[config.mk]
export PLATFORM = sky130hd
export DESIGN_NAME = aes_job_scheduler
export DESIGN_NICKNAME = d
export VERILOG_FILES = /design/src/rtl/aes_job_scheduler.sv
export SDC_FILE = /design/constraint.sdc
export NUM_CORES = 1
export LEC_CHECK = 0
export CORE_AREA = 5 5 607 609
export DETAILED_ROUTE_END_ITERATION = 10
export DIE_AREA = 0 0 612 614
export GPL_TIMING_DRIVEN = 0
export PLACE_DENSITY_LB_ADDON = 0.12
export REMOVE_ABC_BUFFERS = 1
export SLEW_MARGIN = 10
export SYNTH_ARGS = -nofsm -noshare
export SYNTH_HDL_FRONTEND = slang
export SYNTH_SLANG_ARGS = --single-unit
[constraint.sdc]
create_clock -name clk -period 2.64 [get_ports clk]
set_input_delay 0.264 -clock clk [delete_from_list [all_inputs] [get_ports clk]]
set_output_delay 0.264 -clock clk [all_outputs]
set_load 0.02 [all_outputs]
[src/rtl/aes_job_scheduler.sv]
// Round-robin scheduler sharing one AES engine among NREQ requesters:
// accept a job, launch the engine, wait for done or watchdog, return a tagged result.
module aes_job_scheduler #(
  parameter int NREQ    = 4,
  parameter int Nk      = 4,
  parameter int TIMEOUT = 255
) (
  input  logic                       clk,
  input  logic                       rst,
  input  logic [NREQ-1:0]            req_valid,
  output logic [NREQ-1:0]            req_ready,
  input  logic [NREQ*128-1:0]        req_data,
  input  logic [NREQ*Nk*32-1:0]      req_key,
  output logic                       resp_valid,
  input  logic                       resp_ready,
  output logic [127:0]               resp_data,
  output logic [$clog2(NREQ)-1:0]    resp_id,
  output logic                       resp_err,
  output logic                       eng_start,
  output logic [127:0]               eng_data_in,
  output logic [Nk*32-1:0]           eng_key,
  input  logic                       eng_done,
  input  logic [127:0]               eng_data_out,
  output logic                       busy
);

  localparam int IDW = $clog2(NREQ);
  localparam int TW  = $clog2(TIMEOUT + 1);
  localparam int KW  = Nk * 32;
  localparam logic [TW-1:0] TIMER_LAST = TW'(TIMEOUT - 1);

  // Handshakes: a transfer happens on a rising edge where valid and ready are
  // both 1; valid never waits on ready, and payload is held while valid && !ready.
  typedef enum logic [1:0] {IDLE, ISSUE, WAIT, RESP} state_t;

  state_t          state, state_next;
  logic [IDW-1:0]  rr_ptr;
  logic [IDW-1:0]  grant_idx;
  logic [IDW-1:0]  cand;
  logic            grant_found;
  logic [TW-1:0]   timer;
  logic            accept;
  logic            timed_out;

  function automatic logic [IDW-1:0] wrap_inc(input logic [IDW-1:0] base, input int offset);
    int sum;
    sum = int'(base) + offset;
    if (sum >= NREQ) sum = sum - NREQ;
    return IDW'(sum);
  endfunction

  // First valid requester at or after rr_ptr, wrapping modulo NREQ.
  always_comb begin
    grant_found = 1'b0;
    grant_idx   = '0;
    cand        = '0;
    for (int i = 0; i < NREQ; i++) begin
      cand = wrap_inc(rr_ptr, i);
      if (!grant_found && req_valid[cand]) begin
        grant_found = 1'b1;
        grant_idx   = cand;
      end
    end
  end

  always_comb begin
    req_ready = '0;
    if (state == IDLE && grant_found) req_ready[grant_idx] = 1'b1;
  end

  assign accept    = (state == IDLE) && grant_found;
  assign timed_out = (timer == TIMER_LAST);

  always_ff @(posedge clk) begin
    if (rst) state <= IDLE;
    else     state <= state_next;
  end

  always_comb begin
    state_next = state;
    eng_start  = 1'b0;
    resp_valid = 1'b0;
    busy       = 1'b1;
    case (state)
      IDLE: begin
        busy = 1'b0;
        if (accept) state_next = ISSUE;
      end
      ISSUE: begin
        eng_start  = 1'b1;
        state_next = WAIT;
      end
      WAIT: begin
        if (eng_done || timed_out) state_next = RESP;
      end
      RESP: begin
        resp_valid = 1'b1;
        if (resp_ready) state_next = IDLE;
      end
      default: state_next = IDLE;
    endcase
  end

  always_ff @(posedge clk) begin
    if (rst) begin
      rr_ptr      <= '0;
      timer       <= '0;
      resp_data   <= '0;
      resp_id     <= '0;
      resp_err    <= 1'b0;
      eng_data_in <= '0;
      eng_key     <= '0;
    end else begin
      if (accept) begin
        eng_data_in <= req_data[grant_idx*128 +: 128];
        eng_key     <= req_key[grant_idx*KW +: KW];
        resp_id     <= grant_idx;
        rr_ptr      <= wrap_inc(grant_idx, 1);
      end
      // Timer saturates at all-ones so a stuck WAIT can never alias to zero.
      if (state == ISSUE)
        timer <= '0;
      else if (state == WAIT && timer != '1)
        timer <= timer + 1'b1;
      // Done has priority over a timeout landing in the same cycle.
      if (state == WAIT) begin
        if (eng_done) begin
          resp_data <= eng_data_out;
          resp_err  <= 1'b0;
        end else if (timed_out) begin
          resp_data <= '0;
          resp_err  <= 1'b1;
        end
      end
    end
  end

endmodule

* After elaboration in Yosys (flattened, before gate mapping)
Cells that the tools add are included.
Storage, ports and cells: register bits after elaboration 399, input bits 1160
Operators by class: $add $sub $neg 10, order comparisons 11, equality and inequality tests 8, shift-type cells 2, muxes and demuxes 35, reduce and logical (&&, ||, !) cells 15
Operator list (count):
- $shiftx 512x10->128 | 2
- $mux 128 | 2
- $mux 2 | 12
- $lt 2x3->1 const B | 5
- $mux 1 | 14
- $ge 3x3->1 const B | 4
- $sub 2x1->2 const B | 5
- $add 8x1->8 const B | 1
- $bmux 1 s2 | 4
- $eq 8x8->1 const B | 1
- $ne 8x8->1 const B | 1
- $pmux 2 s4 | 1
- $add 2x1->3 const B | 2
- $add 2x2->3 const B | 2
- $logic_and 1x1->1 | 6
- $ne 2x2->1 const B | 3
- $eq 2x2->1 const B | 2
- $mux 4 | 1
- $ge 2x3->1 const B | 1
- $logic_not 1->1 | 3
- $reduce_and 3->1 | 1
- $demux 1 s2 | 1
- $eq 2x1->1 const B | 1
- $ge 2x1->1 const B | 1
- 5 further kinds | 5

* Longest topological paths before layout
depth in word-level cells 19, depth in mapped cells 10, depth with buffers taken out 7

* Worst setup path before layout
OpenSTA, ideal clock, no wires.
kind register to output, start point register state[0], end point output req_ready[1], data arrival time 2.083 ns, data required time 2.376 ns, setup slack 0.293 ns, stages on the path, launching flop included 9, cell sequence dfxtp_1 -> inv_1 -> ha_1 -> inv_1 -> a21oi_1 -> clkbuf_1 -> buf_1 -> nand2_1 -> nor2_1
Between the ends: word-level cells in the longest chain between the ends 3
RTL lines:
- from (decl) | line 36 | state_t state, state_next;
- from (signal assigned) | line 76 | else state <= state_next;
- $logic_not 2->1 | line 68 | if (state == IDLE && grant_found) req_ready[grant_idx] = 1'b1;
- $logic_and 1x1->1 | line 68
- $mux 4 | line 68
- to (decl) | line 11 | output logic [NREQ-1:0] req_ready,
Every way passes these cells.

* Worst setup path in the final report
start point register rr_ptr[0], end point output req_ready[1]
Between the ends: word-level cells in the longest chain between the ends 19
RTL lines:
- from (decl) | line 37 | logic [IDW-1:0] rr_ptr;
- from (signal assigned) | line 118 | rr_ptr <= wrap_inc(grant_idx, 1);
- parallel branches: the longest is 18 deep, another holds $add 2x1->3
- $mux 4 (*) | line 68
Mark *: on every way between the ends. The select of a mux whose other input is x is not followed.

==> flow_summary.ini <==
[timing]
fmax_mhz = 383
post-route-period-util_pct = 99.0
fin_hold_ws_ns = 0.118
relSlewSlack_pct = 40.3
fin_crit_ns = 2.61
fin_setup_tns_ns = 0
finalSetupViolations = 0
skew_ns = 0.0556
hold_violations = 0
drv_slew = 0
rsz0062_at_grt = true
worstMarginPinSlew_ns = 0.899

[yosys]
yosysUniqueCellTypes = 42
yosysSeqAreaShare_pct = 29.8
synth_adder_area_share_pct = 0.280
yosysMostFrequentCell = and3_1
yosys.area.top_type = dfxtp_1
synth_seq_cells = 399
synthCells = 3342
muxShareOfSynthArea_pct = 0.112
syn_avg_cell_area_um2 = 8.03
synth.top_cells.by_area = dfxtp_1, and3_1, a21boi_0
synth_compound_area_share_pct = 36.9
synth_edf_count = 0
synth_top_family_by_area = compound AO/OA/AOI/OAI gates
synth_xor_area_share_pct = 0.196
synth-main-ff-cell = dfxtp_1
synthTopCellsByCount = and3_1, dfxtp_1, clkbuf_1
syn_area_mm2 = 0.0268
synth_top_area_share_pct = 29.8
yosys.area_share.simple_pct = 25.9
synthArstFlopShare_pct = 0
ys_warn_count = 0

[clock_tree]
insertion_delay_ns = 0.78
clk_pin_slew_ns = 0.06
cts_tree = built
cts_buffers = 79
cts_root_buf = clkbuf_16
cts.sinks = 399
cts_max_level = 3
clockBufferDepth = 4

[placed_design]
place_inst = 9374
io_buffers = 1553
place_congestion = 0.785
hpwlAfterDp_mm = 199

[worst_hold_path]
holdCritPathClass = in2reg

[floorplanning]
rows = 221
fp.dieW_um = 612
die_h_um = 614
core_mm2 = 0.362
num_io_pins = 1554
initial_utilization_pct = 7.42
die_area_mm2 = 0.376

[global_routing]
overflow = 0
grt_pass1_vias = 36000
grt_first_pass_wirelength_mm = 362
grt_max_degree = 100
track_usage_pct = 14.1
antenna_found_initial = 169

[status]
status = finished, final reports clean

[detailed_routing]
viasPerCell = 3.58
drt_iter0_drc = 1771
drc = 0
avgRoutedWirePerCell_um = 28.9
dr.pass1.iters = 5
vias = 35300
routed_wl_mm = 285
ant_nets = 0

[pwr]
leakagePower_uw = 0.0204
p_per_area_mw_per_mm2 = 945
total_power_uw = 54400
irDropWorstVdd_mv = 0.493

[worst_setup_path]
critPathArrivalTime_ns = 2.35
crit_type = reg2out
cp_cell_sequence = nor2b_4 -> or4b_4 -> buf_6 -> nand2_8 -> nand2_4 -> nor2_1 -> buf_4
critPathMaxFanout = 5
endpoint_kind = output port
setup.worst_path.start_class = register
worst_path_max_delay_cell = or4b_4
cp_slowest_stage_delay_ns = 0.60
crit_required_ns = 2.38

[finish]
syn_to_final_growth_pct = 115
nets = 6129
fillerInstances = 40800
final_layout_size_suffix_gt1_share_pct = 12.4
finalNonFillerCells = 9860

[job]
maxCapViolCount = 0
## per-stage QoR
step | cell area (um^2) | setup slack (ns) | utilization, %
after floorplan | 25000 | -14.10 | -
after global placement | 46500 | -112.91 | 12.9
after detailed placement | 48900 | -2.21 | 13.5
after CTS | 56100 | -0.0868 | 15.5
after global routing | 57500 | -0.0974 | 15.9
final | 57600 | 0.0272 | 15.9
## cell usage in the layout, fill, tap and decap left out, types with 4 or more instances in the layout
master / count
a21boi_2: 22
nor2_1: 15
o21ai_4: 17
buf_6: 16
a21oi_2: 4
a21boi_1: 243
clkinv_2: 4
o32ai_2: 80
and2_1: 255
dlygate4sd3_1: 120
a21oi_1: 255
clkbuf_16: 94
buf_4: 90
a211oi_1: 6
and3_4: 33
nor3b_1: 255
a22o_1: 128
and3_1: 476
buf_16: 88
clkdlybuf4s50_1: 1546
diode_2: 57
clkbuf_8: 17
nand2_1: 8
a21boi_0: 234
o21ai_2: 17
dfxtp_1: 396
o21ai_0: 163
o32ai_1: 174
o21ai_1: 58
buf_8: 6
clkbuf_1: 19
buf_12: 45
ha_1: 5
a21boi_4: 11
bufbuf_16: 37
## registers in the layout, indices dropped and copies added, names as in the netlist
| name | cells |
|---|---|
| resp_id | 2 |
| resp_err | 1 |
| resp_data | 128 |
| timer | 8 |
| rr_ptr | 2 |
| eng_key | 128 |
| eng_data_in | 128 |
| state | 2 |
## power by group
part           switching, uW  internal (uW)
Sequential              1270           7840
Combinational          19400          15400
Clock                   4320           6190
Total                  25000          29500
## metal layers
layer | vias up | share of wire, % | global-route usage (%) | wire length, um
li1 | 16000 | - | - | -
met1 | 17500 | 40 | 16.5 | 115000
met2 | 1375 | 50 | 25.0 | 142000
met3 | 344 | 7.7 | 4.41 | 21900
met4 | 58 | 2.1 | 3.00 | 6130
met5 | - | 0.13 | 0 | 370
## cells by family (layout without fill, tap and decap cells)
kind of cell	Yosys count	count (layout)
xor gates and xnor gates	6	6
other	0	57
muxes	3	3
and+or+nand+nor	1069	1073
buffers and inverters	434	2096
DFF	399	399
AOI/OAI and AO/OA	1425	1426
adders and majority gates	6	6
## final cells by class
| type | count | area [um^2] | share of cell area [%] |
|---|---|---|---|
| Timing Repair Buffer | 1964 | 22500 | 39.1 |
| Antenna cell | 57 | 143 | 0.248 |
| Clock buffer | 116 | 2310 | 4.01 |
| Tap cell | 4794 | 6000 | 10.4 |
| Sequential cell | 399 | 8000 | 13.9 |
| Inverter | 5 | 21.3 | 0.0369 |
| Multi-Input combinational cell | 2514 | 18400 | 32.0 |
| Clock inverter | 11 | 141 | 0.246 |
## path summary, 6_finish.rpt
path	endpoint	slack, ns	startpoint	depth (start not counted)
worst max register to register	eng_data_in[30]	0.06	rr_ptr[0]	9
worst min-delay path	resp_data[81]	0.12	eng_data_out[81]	2
worst max-delay path	req_ready[1]	0.03	rr_ptr[0]	7
worst min register to register	resp_id[0]	0.47	resp_id[0]	2
## what timing repair did
action,CTS,global route
endpoints found under the hold margin,152,0
endpoints found under the setup margin,262,193
gates resized for setup,317,234
pin swaps,25,45
hold buffers,121,0
cloned,69,13
buffers inserted,73,32
## critical path, delay by kind of cell, from the launching register on
| family | cells | cell delay [ns] |
|---|---|---|
| buf+inv | 2 | 0.34 |
| flops | 1 | 0.38 |
| simple gates | 5 | 0.85 |
Power figures use the tool's default switching activity.
